`config.mk`:
```
export PLATFORM = sky130hd
export DESIGN_NAME = ram_rr_arbiter
export DESIGN_NICKNAME = d
export VERILOG_FILES = /design/src/rtl/arb_pkg.sv /design/src/rtl/ram_rr_arbiter_rr_pick.sv /design/src/rtl/ram_rr_arbiter.sv
export SDC_FILE = /design/constraint.sdc
export NUM_CORES = 1
export LEC_CHECK = 0
export CAP_MARGIN = 10
export CORE_AREA = 8 8 198 200
export CTS_CLUSTER_SIZE = 12
export DETAILED_ROUTE_END_ITERATION = 12
export DIE_AREA = 0 0 206 208
export PLACE_DENSITY = 0.56
export REMOVE_ABC_BUFFERS = 1
export SETUP_SLACK_MARGIN = 0.05
export SLEW_MARGIN = 15
export SYNTH_ARGS = -nofsm -noshare
export SYNTH_HDL_FRONTEND = slang
export SYNTH_HIERARCHICAL = 1
export SYNTH_SLANG_ARGS = --single-unit
export TNS_END_PERCENT = 1
```
`constraint.sdc`:
```
create_clock -name clk -period 1.9 [get_ports clk]
set_input_delay 0.57 -clock clk [delete_from_list [all_inputs] [get_ports clk]]
set_output_delay 0.57 -clock clk [all_outputs]
set_load 0.01 [all_outputs]
```
`src/rtl/arb_pkg.sv`:
```
`default_nettype none
// -----------------------------------------------------------------------------
// arb_pkg : state encoding, timer addresses and size codes for ram_rr_arbiter
// Rev 1.0
// -----------------------------------------------------------------------------
package arb_pkg;

    localparam logic [1:0] ST_IDLE = 2'd0;
    localparam logic [1:0] ST_REQ  = 2'd1;
    localparam logic [1:0] ST_WAIT = 2'd2;
    localparam logic [1:0] ST_TMR  = 2'd3;

    localparam logic [63:0] ADDR_MTIME    = 64'h0000_0000_0200_BFF8;
    localparam logic [63:0] ADDR_MTIMECMP = 64'h0000_0000_0200_4000;

    localparam logic [2:0] SIZE_B = 3'd0;
    localparam logic [2:0] SIZE_H = 3'd1;
    localparam logic [2:0] SIZE_W = 3'd2;
    localparam logic [2:0] SIZE_D = 3'd3;

endpackage
`default_nettype wire

```
`src/rtl/ram_rr_arbiter_rr_pick.sv`:
```
`default_nettype none
// -----------------------------------------------------------------------------
// rr_pick : combinational round-robin selector (first requester at/after ptr)
// Rev 1.0
// -----------------------------------------------------------------------------
module rr_pick #(
    parameter int N_MST = 2,
    parameter int IDX_W = 1
) (
    input  logic [N_MST-1:0] req_i,
    input  logic [IDX_W-1:0] ptr_i,
    output logic [N_MST-1:0] grant_o,
    output logic [IDX_W-1:0] idx_o,
    output logic             any_o
);

    logic [IDX_W:0] pos;
    logic           found;

    always_comb begin
        grant_o = '0;
        idx_o   = '0;
        found   = 1'b0;
        pos     = '0;
        for (int i = 0; i < N_MST; i++) begin
            // One spare bit so ptr+i can exceed N_MST before wrapping
            pos = {1'b0, ptr_i} + (IDX_W+1)'(i);
            if (pos >= (IDX_W+1)'(N_MST)) begin
                pos = pos - (IDX_W+1)'(N_MST);
            end
            if (!found && req_i[pos[IDX_W-1:0]]) begin
                found                   = 1'b1;
                grant_o[pos[IDX_W-1:0]] = 1'b1;
                idx_o                   = pos[IDX_W-1:0];
            end
        end
        any_o = found;
    end

endmodule
`default_nettype wire

```
`src/rtl/ram_rr_arbiter.sv`:
```
`default_nettype none
// -----------------------------------------------------------------------------
// ram_rr_arbiter : round-robin arbiter of N_MST masters onto one RAM port;
// define ARB_TIMER_EN to divert MTIME/MTIMECMP accesses to the timer port.
// Rev 1.0
// -----------------------------------------------------------------------------
module ram_rr_arbiter
    import arb_pkg::*;
#(
    parameter int N_MST  = 2,
    parameter int ADDR_W = 64,
    parameter int DATA_W = 64
) (
    input  logic                     clk,
    input  logic                     rst_n,
    input  logic [N_MST-1:0]         m_cen_i,
    input  logic [N_MST-1:0]         m_wen_i,
    input  logic [N_MST*ADDR_W-1:0]  m_addr_i,
    input  logic [N_MST*3-1:0]       m_size_i,
    input  logic [N_MST*DATA_W-1:0]  m_wdata_i,
    output logic [N_MST-1:0]         m_valid_o,
    output logic [DATA_W-1:0]        m_rdata_o,
`ifdef ARB_TIMER_EN
    output logic                     ram_timer_cen_o,
    output logic                     ram_timer_wen_o,
    output logic [ADDR_W-1:0]        ram_timer_addr_o,
    output logic [DATA_W-1:0]        ram_timer_wdata_o,
    input  logic [DATA_W-1:0]        timer_rdata_i,
`endif
    output logic                     ram_rw_cen_o,
    output logic                     ram_rw_wen_o,
    output logic [ADDR_W-1:0]        ram_rw_addr_o,
    output logic [DATA_W-1:0]        ram_rw_wdata_o,
    output logic [2:0]               ram_rw_size_o,
    input  logic                     ram_rw_ready_i,
    input  logic [DATA_W-1:0]        ram_rw_data_i
);

    localparam int IDX_W = $clog2(N_MST);

    logic [1:0]        state_q, state_d;
    logic [IDX_W-1:0]  ptr_q, ptr_d;
    logic [IDX_W-1:0]  gidx_q, gidx_d;
    logic [N_MST-1:0]  grant_q, grant_d;
    logic              wen_q, wen_d;
    logic [ADDR_W-1:0] addr_q, addr_d;
    logic [2:0]        size_q, size_d;
    logic [DATA_W-1:0] wdata_q, wdata_d;

    logic [N_MST-1:0]  w_pick_grant;
    logic [IDX_W-1:0]  w_pick_idx;
    logic              w_pick_any;
    logic [ADDR_W-1:0] w_sel_addr;
    logic              w_done;
    logic              w_rw_act;

    rr_pick #(
        .N_MST (N_MST),
        .IDX_W (IDX_W)
    ) u_rr_pick (
        .req_i   (m_cen_i),
        .ptr_i   (ptr_q),
        .grant_o (w_pick_grant),
        .idx_o   (w_pick_idx),
        .any_o   (w_pick_any)
    );

    assign w_sel_addr = m_addr_i[int'(w_pick_idx)*ADDR_W +: ADDR_W];
    assign w_rw_act   = (state_q == ST_REQ) || (state_q == ST_WAIT);

`ifdef ARB_TIMER_EN
    logic w_is_tmr;
    assign w_is_tmr = (w_sel_addr == ADDR_W'(ADDR_MTIME)) || (w_sel_addr == ADDR_W'(ADDR_MTIMECMP));
    assign w_done   = ((state_q == ST_WAIT) && ram_rw_ready_i) || (state_q == ST_TMR);
`else
    assign w_done   = (state_q == ST_WAIT) && ram_rw_ready_i;
`endif

    always_comb begin
        state_d = state_q;
        ptr_d   = ptr_q;
        gidx_d  = gidx_q;
        grant_d = grant_q;
        wen_d   = wen_q;
        addr_d  = addr_q;
        size_d  = size_q;
        wdata_d = wdata_q;
        case (state_q)
            ST_IDLE: begin
                if (w_pick_any) begin
                    gidx_d  = w_pick_idx;
                    grant_d = w_pick_grant;
                    wen_d   = m_wen_i[w_pick_idx];
                    addr_d  = w_sel_addr;
                    size_d  = m_size_i[int'(w_pick_idx)*3 +: 3];
                    wdata_d = m_wdata_i[int'(w_pick_idx)*DATA_W +: DATA_W];
`ifdef ARB_TIMER_EN
                    state_d = w_is_tmr ? ST_TMR : ST_REQ;
`else
                    state_d = ST_REQ;
`endif
                end
            end
            ST_REQ:  state_d = ST_WAIT;
            ST_WAIT: if (ram_rw_ready_i) state_d = ST_IDLE;
`ifdef ARB_TIMER_EN
            ST_TMR:  state_d = ST_IDLE;
`endif
            default: state_d = ST_IDLE;
        endcase
        // Pointer moves past the master just served, so it goes last next round
        if (w_done) begin
            ptr_d = (gidx_q == IDX_W'(N_MST-1)) ? '0 : gidx_q + IDX_W'(1);
        end
    end

    always_ff @(posedge clk or negedge rst_n) begin
        if (!rst_n) begin
            state_q <= ST_IDLE;
            ptr_q   <= '0;
            gidx_q  <= '0;
            grant_q <= '0;
            wen_q   <= 1'b0;
            addr_q  <= '0;
            size_q  <= '0;
            wdata_q <= '0;
        end else begin
            state_q <= state_d;
            ptr_q   <= ptr_d;
            gidx_q  <= gidx_d;
            grant_q <= grant_d;
            wen_q   <= wen_d;
            addr_q  <= addr_d;
            size_q  <= size_d;
            wdata_q <= wdata_d;
        end
    end

    assign ram_rw_cen_o   = w_rw_act;
    assign ram_rw_wen_o   = w_rw_act & wen_q;
    assign ram_rw_addr_o  = w_rw_act ? addr_q  : '0;
    assign ram_rw_wdata_o = w_rw_act ? wdata_q : '0;
    assign ram_rw_size_o  = w_rw_act ? size_q  : '0;
    assign m_valid_o      = w_done ? grant_q : '0;

`ifdef ARB_TIMER_EN
    assign ram_timer_cen_o   = (state_q == ST_TMR);
    assign ram_timer_wen_o   = (state_q == ST_TMR) & wen_q;
    assign ram_timer_addr_o  = (state_q == ST_TMR) ? addr_q  : '0;
    assign ram_timer_wdata_o = (state_q == ST_TMR) ? wdata_q : '0;
    assign m_rdata_o = (state_q == ST_TMR) ? timer_rdata_i :
                       (w_done ? ram_rw_data_i : '0);
`else
    assign m_rdata_o = w_done ? ram_rw_data_i : '0;
`endif

endmodule
`default_nettype wire

```
==> metrics.md <==
| Metric | Value |
|---|---|
| Number of port buffers | `531` |
| Total Power | `approximately 27 mW` |
| Gpl congestion | `0.947` |
| Clock Tree Root | `clkbuf_16` |
| Max cap viols | `0` |
| Final setup margin | `-0.495 ns` |
| H-tree depth | `4` |
| Lkg Pwr | `roughly 6.9 nW` |
| Critical Path RT | `between 1 and 1.5 ns` |
| Initial Utilization | `roughly 22%` |
| DR iter-0 viols | `a little over 300` |
| Final setup viols | `roughly 200` |
| # rows | `70` |
| Cell type with the largest total area after synthesis | `dfrtp_1` |
| Reg2reg path depth | `7` |
| Final period utilization | `126%` |
| CTS Sinks | `approximately 140` |
| Placed cell areas | `approximately 14000 µm²` |
| PwrDens | `between 1500 and 2000 nW/µm²` |
| Synth Warn # | `6` |
| Synth Register Bits | `between 100 and 150` |
| VDD IR max | `roughly 700 µV` |
| Die W | `about 210 µm` |
| Wire length per cell | `roughly 20 µm` |
| Clk buf depth | `2` |
| Sequential element share of the synthesized area | `a little over two fifths` |
| Syn avg cell area | `9.60 µm²` |
| Final Net Count | `between 1500 and 2000` |
| Slew margin rel. | `around four fifths` |
| CP Data Arrival Time | `1.83 ns` |
| Yosys top cell area share | `a little over two fifths` |
| Worst skew pair latency | `around 0.42 ns` |
| Critical Path, Cell by Cell | `inv_2 -> ha_4 -> buf_8 -> buf_12 -> clkbuf_16 -> and2_4 -> buf_6` |
| Core Area | `36100 µm²` |
| Most common library cell in the layout ignoring fill and taps | `clkdlybuf4s50_1` |
| Vias in the first global route | `between 8000 and 9000` |
| Hold Buf Count CTS | `0` |
| Crit end category | `primary output` |
| Clock Skew | `~0.0084 ns` |
| Failing checks | `setup timing` |
| Fmax | `roughly 0.42 GHz` |
| Grt total ovfl | `0` |
| Finished Layout Cells | `between 1500 and 2000` |
| Area grow syn2layout | `89.8%` |
| Fill cells | `3661` |
| Commonest cells after routing, fill and taps aside | `329 x clkdlybuf4s50_1, 138 x dfrtp_1, 132 x nor2_1` |
| Chip height | `around 210 µm` |
| CTS tree | `built` |
| Vias | `slightly above 8000` |
| IO Pins | `about 530` |
| Routed Wire Length | `38100 µm` |
| RSZ-0062 raised after global routing | `true` |
| TritonRoute pass-1 iters | `4` |
| First-pass GRT wire length | `55000 µm` |
| Via density | `4.28` |
| Setup TNS | `-74.01 ns` |
| Startpoint Class | `flip-flop` |
| GRT Util Overall | `17.0%` |
| Proportion of layout cells with a drive suffix above 1 | `30.9%` |
| R2r setup slk | `0.14 ns` |
| Synth unique cells | `22` |
| Tmin final | `roughly 2.4 ns` |
| Clk slew on worst S/H paths | `around 0.070 ns` |
| Critical-path top delay cell | `dfrtp_1` |
| Post-DP HPWL | `just under 30000 µm` |
| Count of final hold-check violations | `0` |
| Design area | `15100 µm²` |
| CP max stage delay | `roughly 0.39 ns` |
| Critical path class | `reg2out` |
| Routed Antenna Nets | `0` |
| Num CTS Buffers | `17` |
| Final Slew Violations | `0` |
| Initial antenna violation count | `8` |
| Slew of the pin with the lowest slew margin | `roughly 0.3 ns` |
| Status | `complete, but fails checks` |
| Die area | `~43000 µm²` |
| Post-route DRC | `0` |
| Synth area leaders | `dfrtp_1 43%, mux2i_1 17%, and2_1 10%` |
| Area of the mapped netlist | `between 7000 and 8000 µm²` |
| Crit-path max FO | `6` |
| Synth Instances | `approximately 830` |
| Largest net degree at the start of global routing | `just under 70` |
| Post-Place Cells | `about 1800` |
| Tightest Hold Check Type | `in2async` |
| Core Util, Final | `around two fifths` |
[kinds of logic after synthesis]
family | after synthesis | share of synthesized area, %
buffers and inverters | 78 | 7.63
multiplexers | 137 | 17.5
AO/OA/AOI/OAI | 137 | 8.78
flip-flops | 138 | 43.4
AND/OR/NAND/NOR | 334 | 22.1
adder cells (fa/ha/maj) | 4 | 0.629
[cell type report]
type / count / area [µm²] / share of cell area [%]
timing repair buffer: 625 / 6160 / 40.8
multi-input combinational: 612 / 4210 / 27.9
inverter: 5 / 18.8 / 0.124
clock inverter: 11 / 194 / 1.29
sequential: 138 / 3450 / 22.9
tap: 468 / 586 / 3.88
antenna: 6 / 15.0 / 0.0995
clock buffer: 20 / 457 / 3.03
[flip-flops by register name (all words and copies together) (netlist names)]
name / cells
addr_q: 64
wdata_q: 64
size_q: 3
grant_q: 2
state_q: 2
gidx_q: 1
ptr_q: 1
wen_q: 1
[path summary, 6_finish.rpt]
| path | start | endpoint |
|---|---|---|
| max in group asynchronous | rst_n | wdata_q[61] |
| worst min register to register | gidx_q | ptr_q |
| worst max register to register | state_q[0] | state_q[0] |
| min in group clk | gidx_q | ptr_q |
| worst max-delay path | state_q[0] | ram_rw_addr_o[21] |
| worst min-delay path | rst_n | wdata_q[51] |
[through the flow]
step	setup WS (ns)	hold WS, ns
6_report	-0.495	0.0239
5_1_grt	-0.558	0.0287
4_1_cts	-0.533	0.00709
3_5_place_dp	-0.735	0.475
3_3_place_gp	-0.686	0.450
2_1_floorplan	-8.75	0.274
[critical path: cells and delay by family, from the launching register on]
family / cells / cell delay (ns)
buffers and inverters: 5 / 0.65
flip-flops: 1 / 0.39
AND/OR/NAND/NOR: 1 / 0.13
adder cells (fa/ha/maj): 1 / 0.22
[what timing repair did]
| item | 4_1_cts | 5_1_grt |
|---|---|---|
| resized for setup | 909 | 163 |
| gates cloned | 8 | 1 |
| pin swaps | 2 | 3 |
| buffers inserted | 11 | 2 |
| endpoints found under the setup margin | 221 | 204 |
[routing by layer]
metal	track usage (%)	vias up	part of all wire (%)
li1	-	3932	-
met1	17.9	3757	37
met2	31.2	340	52
met3	5.39	32	8.2
met4	6.17	2	3.0
met5	0	-	0.034
[Yosys cell counts]
cell / count
and2_1: 133
clkbuf_1: 25
mux2_4: 3
dfrtp_1: 138
clkbuf_4: 2
mux2_1: 2
a21oi_1: 131
or2_1: 1
a21oi_2: 1
and3_1: 66
buf_12: 8
buf_2: 6
ha_1: 4
nor2_1: 132
o22ai_1: 1
inv_1: 5
o21ai_0: 1
mux2i_1: 132
buf_6: 13
a21boi_1: 3
nand2_1: 2
buf_4: 19
[report_power, final]
part / internal [mW] / switching [mW] / total [mW]
clock: 2.40 / 1.31 / 3.71
sequential: 4.40 / 0.746 / 5.15
combinational: 10.0 / 7.69 / 17.7
(Power assumes the default switching activity.)
